<file path="src/rtl/axi_master_bridge.sv">
// rtl/axi_master_bridge.sv - single-beat AXI4 master bridge for a simple stalling core bus
//
// Purpose: turns one core access (read or write) into a single-beat, 4-byte,
// INCR AXI4 transaction and stalls the core until the response returns.
//
// Ports:
//   clk, rst            clock, asynchronous active-high reset
//   core_req/we/addr/wdata/wstrb   core request (held stable while core_stall=1)
//   core_rdata          last read data (held until the next read completes)
//   core_stall          core must wait while high
//   core_err            one-cycle error flag in the completion cycle
//   AW*/W*/B*           AXI write address, write data and write response channels
//   AR*/R*              AXI read address and read data channels
module axi_master_bridge #(
  parameter int              ID_W      = 4,
  parameter logic [ID_W-1:0] MASTER_ID = 4'd0
) (
  input  logic            clk,
  input  logic            rst,

  input  logic            core_req,
  input  logic            core_we,
  input  logic [31:0]     core_addr,
  input  logic [31:0]     core_wdata,
  input  logic [3:0]      core_wstrb,
  output logic [31:0]     core_rdata,
  output logic            core_stall,
  output logic            core_err,

  output logic [ID_W-1:0] AWID,
  output logic [31:0]     AWADDR,
  output logic [7:0]      AWLEN,
  output logic [2:0]      AWSIZE,
  output logic [1:0]      AWBURST,
  output logic            AWVALID,
  input  logic            AWREADY,

  output logic [31:0]     WDATA,
  output logic [3:0]      WSTRB,
  output logic            WLAST,
  output logic            WVALID,
  input  logic            WREADY,

  input  logic [ID_W-1:0] BID,
  input  logic [1:0]      BRESP,
  input  logic            BVALID,
  output logic            BREADY,

  output logic [ID_W-1:0] ARID,
  output logic [31:0]     ARADDR,
  output logic [7:0]      ARLEN,
  output logic [2:0]      ARSIZE,
  output logic [1:0]      ARBURST,
  output logic            ARVALID,
  input  logic            ARREADY,

  input  logic [ID_W-1:0] RID,
  input  logic [31:0]     RDATA,
  input  logic [1:0]      RRESP,
  input  logic            RLAST,
  input  logic            RVALID,
  output logic            RREADY
);

  typedef enum logic [2:0] {
    IDLE,
    RADDR,
    RDATA_ST,
    WRITE,
    WRESP,
    DONE
  } state_t;

  state_t      state;
  state_t      state_next;

  logic [31:0] addr_q;
  logic [31:0] wdata_q;
  logic [3:0]  wstrb_q;
  logic [31:0] rdata_q;
  logic        err_q;
  // Per-channel completion flags so AW and W can finish in either order.
  logic        aw_done;
  logic        w_done;

  // Only one transaction is ever outstanding, so response IDs and RLAST carry
  // no information.
  logic unused_ok;
  assign unused_ok = &{1'b0, BID, RID, RLAST};

  assign AWID    = MASTER_ID;
  assign ARID    = MASTER_ID;
  assign AWLEN   = 8'd0;
  assign ARLEN   = 8'd0;
  assign AWSIZE  = 3'b010;
  assign ARSIZE  = 3'b010;
  assign AWBURST = 2'b01;
  assign ARBURST = 2'b01;
  assign WLAST   = 1'b1;

  // Payloads come only from registers latched when leaving IDLE, so they are
  // stable for as long as any VALID is waiting on READY.
  assign AWADDR     = addr_q;
  assign ARADDR     = addr_q;
  assign WDATA      = wdata_q;
  assign WSTRB      = wstrb_q;
  assign core_rdata = rdata_q;

  always_comb begin
    state_next = state;
    ARVALID    = 1'b0;
    RREADY     = 1'b0;
    AWVALID    = 1'b0;
    WVALID     = 1'b0;
    BREADY     = 1'b0;
    core_err   = 1'b0;
    core_stall = 1'b1;
    case (state)
      IDLE: begin
        core_stall = core_req;
        if (core_req) begin
          state_next = core_we ? WRITE : RADDR;
        end
      end
      RADDR: begin
        ARVALID = 1'b1;
        if (ARREADY) begin
          state_next = RDATA_ST;
        end
      end
      RDATA_ST: begin
        RREADY = 1'b1;
        if (RVALID) begin
          state_next = DONE;
        end
      end
      WRITE: begin
        // VALIDs depend on state and the done flags only, never on READY.
        AWVALID = !aw_done;
        WVALID  = !w_done;
        if ((aw_done || AWREADY) && (w_done || WREADY)) begin
          state_next = WRESP;
        end
      end
      WRESP: begin
        BREADY = 1'b1;
        if (BVALID) begin
          state_next = DONE;
        end
      end
      DONE: begin
        core_stall = 1'b0;
        core_err   = err_q;
        state_next = IDLE;
      end
      default: begin
        state_next = IDLE;
      end
    endcase
  end

  always_ff @(posedge clk or posedge rst) begin
    if (rst) begin
      state   <= IDLE;
      addr_q  <= 32'h0;
      wdata_q <= 32'h0;
      wstrb_q <= 4'h0;
      rdata_q <= 32'h0;
      err_q   <= 1'b0;
      aw_done <= 1'b0;
      w_done  <= 1'b0;
    end else begin
      state <= state_next;
      if (state == IDLE && core_req) begin
        addr_q  <= core_addr;
        wdata_q <= core_wdata;
        wstrb_q <= core_wstrb;
        aw_done <= 1'b0;
        w_done  <= 1'b0;
      end
      if (state == WRITE) begin
        if (AWVALID && AWREADY) begin
          aw_done <= 1'b1;
        end
        if (WVALID && WREADY) begin
          w_done <= 1'b1;
        end
      end
      if (state == RDATA_ST && RVALID) begin
        rdata_q <= RDATA;
        err_q   <= (RRESP != 2'b00);
      end
      if (state == WRESP && BVALID) begin
        err_q <= (BRESP != 2'b00);
      end
    end
  end

endmodule
</file>
<file path="config.mk">
export PLATFORM = sky130hd
export DESIGN_NAME = axi_master_bridge
export DESIGN_NICKNAME = d
export VERILOG_FILES = /design/src/rtl/axi_master_bridge.sv
export SDC_FILE = /design/constraint.sdc
export NUM_CORES = 1
export LEC_CHECK = 0
export CORE_MARGIN = 1
export CORE_UTILIZATION = 30
export DETAILED_ROUTE_END_ITERATION = 8
export PLACE_DENSITY = 0.76
export SETUP_SLACK_MARGIN = 0.15
export SYNTH_ARGS = -nofsm -noshare
export SYNTH_HDL_FRONTEND = slang
export SYNTH_SLANG_ARGS = --single-unit
export TNS_END_PERCENT = 1
</file>
<file path="constraint.sdc">
create_clock -name clk -period 2.8 [get_ports clk]
set_input_delay 0.28 -clock clk [delete_from_list [all_inputs] [get_ports clk]]
set_output_delay 0.28 -clock clk [all_outputs]
set_load 0.05 [all_outputs]
</file>
After elaboration in Yosys (flattened, before gate mapping)
Cells that the tools add are included.
Storage, ports and cells
  flip-flop bits (word level): 106
  input bits: 122
  output and inout bits: 174
Operators by class
  equal/unequal tests: 10
  muxes and demuxes: 22
  reductions and logical operators: 15
Operators by type and width (number)
  3-bit 2-to-1 mux: 5
  3-bit one-hot mux with 5 select lines: 1
  1-bit 2-to-1 mux: 14
  2-bit inequality test (second input constant): 5
  3-bit by 2-bit equality test with 1-bit output (second input constant): 2
  3-bit equality test (second input constant): 2
  1-bit logical AND: 6
  2-bit nonzero test: 3
  5-bit AND reduction: 1
  3-bit by 1-bit equality test with 1-bit output (second input constant): 1
  3-bit zero test: 1
  1-bit zero test: 2
  1-bit logical OR: 2
  2-bit 2-to-1 mux: 1
  1-bit one-hot mux with 2 select lines: 1

Depth between registers and ports, before layout
Gate-level depths: netlist (run 1).
  depth after elaboration: 5
  gate-level depth with buffers: 6
  gate-level depth less buffers: 3

Worst setup path before layout (run 1)
Ideal clock, no wire load.
  path kind: register to register
  start: reg state[0]
  end: reg err_q
  library setup time: 126 ps
  arrival: 2290 ps
  path slack: 384 ps
  cell stages (with the launch flop): 5
  path buffers: 1
  cells stage by stage: dfrtp_1 -> clkbuf_1 -> nor3b_1 -> nand2_1 -> mux2i_1
Between the ends
  cells in the longest elaborated chain, start to end: 3
Ends and longest elaborated chain
  start: declaration: line 74  | state_t state;
  start signal: assignment: line 173  | state <= state_next;
  3-bit equality test or 3-bit by 2-bit equality test with 1-bit output (tied branches): line 193, 189
  1-bit logical AND, on equally long branches: line 193, 189
  1-bit 2-to-1 mux or 2-bit nonzero test (tied branches)
  end signal: assignment: line 191  | err_q <= (RRESP != 2'b00);
  end signal: assignment: line 194  | err_q <= (BRESP != 2'b00);
  end: declaration: line 81  | logic err_q;
Parallel ways exist; a longest one is shown, timed or not.
A chain may end at the register's enable or synchronous reset.

Worst setup path after layout (run 1)
  start: reg state[0]
  end: out core_stall
Between the ends
  cells in the longest elaborated chain, start to end: 2
Ends and longest elaborated chain
  3-bit equality test or 3-bit zero test (tied branches): line 118  | case (state)
  1-bit one-hot mux with 2 select lines *: line 118
  end: declaration: line 27  | output logic core_stall,
Every way passes the cells marked *; elsewhere a longest branch is shown, timed or not.

==> flow_summary_export.csv, run 1 <==
group,metric,value,unit
logic_synthesis,synth_flop_cell,"dfrtp_1",
timing,worst_slew_pin_slew,0.615,ns
flow_run,maxCapViolCount,0,
cts,h-tree-depth,3,
worst_hold_path,hp-class,"in2async",
logic_synthesis,syn_area,0.00471,mm^2
drt,drc,0,
cts,clk_pin_slew_worst_paths,0.07,ns
critical_path,cp_slowest_cell,"clkdlybuf4s50_1",
final_layout,syn_to_final_growth,56.4,%
timing,finalSetupViolCount,0,
critical_path,start_kind,"flip-flop",
timing,period_needed,2.57,ns
grt,grt_pass1_vias,3347,
logic_synthesis,ys_warn_count,0,
cts,holdBufCountCts,0,
status,status,"completed",
grt,gr-usage-all-layers,13.8,%
cts,cts.sinks,106,
logic_synthesis,synth-seq-cells,106,
logic_synthesis,synth_cell_types,32,
critical_path,crit_chain,"nor3_1 -> a21oi_1 -> or2_2 -> clkdlybuf4s50_1",
grt,grt_max_degree,107,
cts,clk_latency,0.34,ns
grt,antenna_found_initial,0,
grt,grt_overflow,0,
place,gp_congestion,0.707,
critical_path,max_stage_delay,0.71,ns
critical_path,crit_type,"reg2out",
die,die_w,127,um
logic_synthesis,synthArstFlopShare,100,%
grt,grt_pass1_wl,17.2,mm
drt,postRouteAntennaNets,0,
timing,rsz0062_at_grt,"true",
drt,drt-initial-drc-count,88,
critical_path,path_buf_inv,1,
drt,avgRoutedWirePerCell,14.2,um
place,portBuffers,251,
place,dp_hpwl,8.24,mm
logic_synthesis,ys_seq_area_share,56.3,%
logic_synthesis,syn_area_per_cell,14.2,um^2
timing,maxSlewViolCount,0,
cts,cts_tree,"yes",
logic_synthesis,synth_edf_count,0,
final_layout,diodes,0,
drt,vias_per_cell,4.20,
critical_path,cp_top_family,"buffers and inverters",
die,die_y,127,um
final_layout,drive_gt1_share,21.8,%
timing,hold_violations,0,
drt,first_pass_iters,4,
cts,clockBufferDepth,2,
timing,fmax,389,MHz
timing,slew_headroom,58.9,%
critical_path,required,2.52,ns
critical_path,crit_path_end_kind,"output pin",
timing,fin_tns_setup,0,ns
logic_synthesis,synth_cells,332,
drt,via_count,3215,
die,die_area,0.0162,mm^2
timing,period_share,91.7,%
die,start_util,30.9,%
drt,wirelength,10.9,mm
cts,cts_buffers,9,
cts,root_buffer,"clkbuf_16",
die,rows,45,
critical_path,worstPathArrival,2.29,ns
final_layout,final_nets,672,
die,ios,296,
final_layout,fill_cells,1336,
die,core_area,0.0153,mm^2
critical_path,crit_fanout,15,
timing,finalClockSkew,0.00721,ns
## Yosys cell counts (2+ instances only)
library cell	count	area, um^2
buf_4	70	526
conb_1	2	7.51
dfrtp_1	106	2650
mux2_1	8	90.1
clkbuf_1	3	11.3
mux2_2	93	1050
nand2_1	5	18.8
nor2_1	7	26.3
o22a_1	2	17.5
inv_1	2	7.51
or2_2	2	12.5
nor3b_1	2	15.0
buf_6	8	90.1
mux2i_1	4	40.0
## cell type report
| cell class | instances | area (um^2) | share of cell area, % |
|---|---|---|---|
| sequential | 106 | 2650 | 36.0 |
| tap | 211 | 264 | 3.58 |
| clock inverter | 7 | 77.6 | 1.05 |
| inverter | 2 | 11.3 | 0.153 |
| clock buffer | 9 | 225 | 3.06 |
| timing repair buffer | 256 | 2580 | 35.0 |
| multi-input combinational | 175 | 1560 | 21.1 |
## layer usage
metal,track usage (%),wire length (um),up-vias
met5,0,0,-
met4,4.97,221,0
met3,5.44,945,19
met2,24.1,5640,170
met1,15.1,4090,1554
li1,-,-,1472
## registers in the layout (all words and copies together) (netlist names)
signal and flops:
ARADDR 32, w_done 1, WDATA 32, err_q 1, aw_done 1, core_rdata 32, state 3, WSTRB 4
## worst reg2reg max path: cells and delay by family (launching register included)
| kind | cells | cell delay, ns |
|---|---|---|
| buffers and inverters | 1 | 0.43 |
| flip-flops | 1 | 0.58 |
| multiplexers | 1 | 0.41 |
| AND/OR/NAND/NOR | 1 | 0.34 |
## final timing paths
path                       startpoint        endpoint  slack (ns)  depth (start not counted)
setup / recovery             state[0]      core_stall        0.23                          4
hold / removal                    rst       WDATA[10]        0.46                          3
setup reg to reg             state[0]  core_rdata[31]        0.93                          3
hold reg to reg              WSTRB[2]        WSTRB[2]        0.49                          1
max in group asynchronous         rst  core_rdata[17]        1.92                          3
min in group clk             WSTRB[2]        WSTRB[2]        0.49                          1
## what timing repair did
action,in CTS,in global routing
buffers inserted,0,0
resized for setup,0,1
endpoints found under the setup margin,0,2
## through the flow
stage | util, % | std cells | hold slack [ns] | area, um^2 | setup slack [ns]
after floorplan | - | 365 | 0.389 | 4840 | 0.384
after global placement | 46.3 | 750 | 0.466 | 7060 | 0.543
after detailed placement | 46.3 | 750 | 0.477 | 7060 | 0.543
after CTS | 48.2 | 766 | 0.486 | 7360 | 0.189
after global routing | 48.3 | 766 | 0.509 | 7360 | 0.145
final | 48.3 | 766 | 0.461 | 7360 | 0.231
## kinds of logic (layout without fill, tap and decap cells)
group           Yosys count  count (layout)  synth area share, %
simple gates             25              25                 3.37
compound gates           10              10                 1.57
other cells               2              35                0.159
mux                     105             105                 25.0
flops                   106             106                 56.3
buf+inv                  84             274                 13.6
## cell usage in the layout, fill, tap and decap left out, types with 2 or more instances in the layout
master           instances
buf_4                    3
clkinvlp_4               2
nand2_1                  5
nor3b_1                  2
buf_12                   2
inv_6                    2
mux2_1                   8
o22a_1                   2
mux2_2                  93
conb_1                  35
clkdlybuf4s50_1        250
nor2_1                   7
mux2i_1                  4
dfrtp_1                106
or2_2                    2
clkbuf_16                9
clkinv_4                 2
Power of run 1 is left out: the tool's default activity adds up to more than one toggle a clock period on the data nets, which glitch-free logic cannot reach.
==> run 2: changes to the inputs <==
Settings changed: CELL_PAD_IN_SITES_DETAIL_PLACEMENT from default to 1, CELL_PAD_IN_SITES_GLOBAL_PLACEMENT from default to 2, CORE_UTILIZATION 30 to 20, GPL_TIMING_DRIVEN from default to 0, MAX_ROUTING_LAYER from default to met4, PLACE_DENSITY 0.76 to 0.83.
==> run 2 against run 1 <==
Clock skew is 0.0013 ns higher. Largest cell class is now non-clock buffers. Count of clock-buffer cells in the layout is 2 higher. Highest routed layer unchanged. Maximum frequency decreased by 4.8%.
==> flow_summary_export.csv, run 2 (synthesis results as in run 1) <==
group,metric,value,unit
status,status,"completed",
cts,clk_pin_slew_worst_paths,0.08,ns
final_layout,stdcell_count,948,
timing,period_share,96.4,%
die,die_w,155,um
drt,first_pass_iters,4,
grt,antenna_found_initial,0,
cts,clockBufferDepth,2,
drt,wirelength,13.7,mm
place,dp_hpwl,10.8,mm
timing,rsz0062_at_grt,"true",
cts,h-tree-depth,3,
critical_path,required,2.52,ns
timing,period_needed,2.70,ns
final_layout,syn_to_final_growth,71.8,%
drt,via_count,3571,
final_layout,final_cell_mix,"249 x clkdlybuf4s50_1, 106 x dfrtp_1, 93 x mux2_2",
critical_path,crit_chain,"clkbuf_1 -> nor3b_1 -> clkdlybuf4s50_1",
final_layout,stdcell_area,0.00809,mm^2
final_layout,final_nets,752,
place,gp_congestion,0.719,
worst_hold_path,hp-class,"in2async",
grt,grt_overflow,0,
place,placed_area,0.00780,mm^2
flow_run,maxCapViolCount,0,
critical_path,regToRegSetupSlack,0.77,ns
grt,grt_max_degree,38,
cts,root_buffer,"clkbuf_16",
timing,finalSetupViolCount,0,
critical_path,max_stage_delay,0.87,ns
cts,holdBufCountCts,0,
critical_path,start_kind,"flip-flop",
critical_path,reg2reg_depth,3,
final_layout,fill_cells,2511,
critical_path,crit_path_end_kind,"output pin",
drt,drc,0,
critical_path,worstPathArrival,2.42,ns
critical_path,crit_fanout,10,
die,rows,55,
final_layout,layout_commonest_cell,"clkdlybuf4s50_1",
die,ios,296,
grt,grt_pass1_vias,3722,
die,die_y,155,um
timing,worst_slew_pin_slew,0.882,ns
grt,grt_pass1_wl,20.8,mm
cts,clk_latency,0.35,ns
cts,cts_buffers,9,
final_layout,diodes,0,
drt,vias_per_cell,3.77,
timing,fmax,371,MHz
timing,hold_slack,0.291,ns
die,die_area,0.0242,mm^2
drt,avgRoutedWirePerCell,14.5,um
critical_path,crit_type,"reg2out",
critical_path,r2r-end,"ARADDR[23]",
critical_path,cp_slowest_cell,"clkdlybuf4s50_1",
grt,gr-usage-all-layers,11.6,%
die,core_area,0.0228,mm^2
cts,cts.sinks,106,
timing,maxSlewViolCount,0,
cts,cts_tree,"yes",
place,portBuffers,251,
timing,slew_headroom,40.9,%
timing,hold_violations,0,
drt,postRouteAntennaNets,0,
timing,finalClockSkew,0.00855,ns
die,start_util,20.6,%
place,place_inst,932,
critical_path,reg2reg_from,"state[1]",
drt,drt-initial-drc-count,95,
final_layout,drive_gt1_share,30.9,%
==> run 2: metrics by stage <==
stage | worst slack, ns | TNS [ns] | utilization, %
final | 0.101 | 0 | 35.4
after global routing | 0.0354 | 0 | 35.4
after CTS | 0.0799 | 0 | 35.4
after detailed placement | 0.403 | 0 | 34.1
after global placement | -0.0660 | -4.98 | 33.9
after floorplan | 0.384 | 0 | -
==> run 2: worst max path at each step <==
stage	slack [ns]	from	depth (start not counted)	endpoint
after floorplan	0.38	state[0]	4	err_q
after global placement	-0.07	rst	2	core_rdata[30]
after detailed placement	0.40	core_req	4	ARADDR[16]
after CTS	0.08	state[1]	3	RREADY
after global routing	0.04	state[1]	3	RREADY
final	0.10	state[1]	3	RREADY
==> run 2: layout make-up <==
type,count,area (um^2),area share [%]
flip-flops and latches,106,2650,32.8
repair buffers,254,2570,31.8
multi-input cells,175,1540,19.1
plain buffers,82,632,7.81
well taps,313,392,4.84
clock buffers,11,243,3.00
clock inverters,5,46.3,0.572
inverters,2,11.3,0.139
==> run 2: worst max-delay path, delay by kind of cell, from the launching register on <==
kind | cells | cell delay [ns]
AND/OR/NAND/NOR | 1 | 0.36
buffers and inverters | 2 | 1.23
flip-flops | 1 | 0.48
==> run 2: repair_timing <==
| item | CTS | global route |
|---|---|---|
| gates cloned | 0 | 0 |
| gates resized for setup | 1 | 1 |
| endpoints found under the setup margin | 2 | 4 |
| buffers inserted | 0 | 0 |
==> run 2: per-layer routing <==
layer | vias up | part of all wire, % | global-route usage, %
li1 | 1629 | - | -
met1 | 1751 | 43 | 13.8
met2 | 179 | 49 | 19.4
met3 | 12 | 7.3 | 2.95
met4 | 0 | 1.2 | 3.50
met5 | - | 0 | -
Power of run 2 is left out for the same reason.
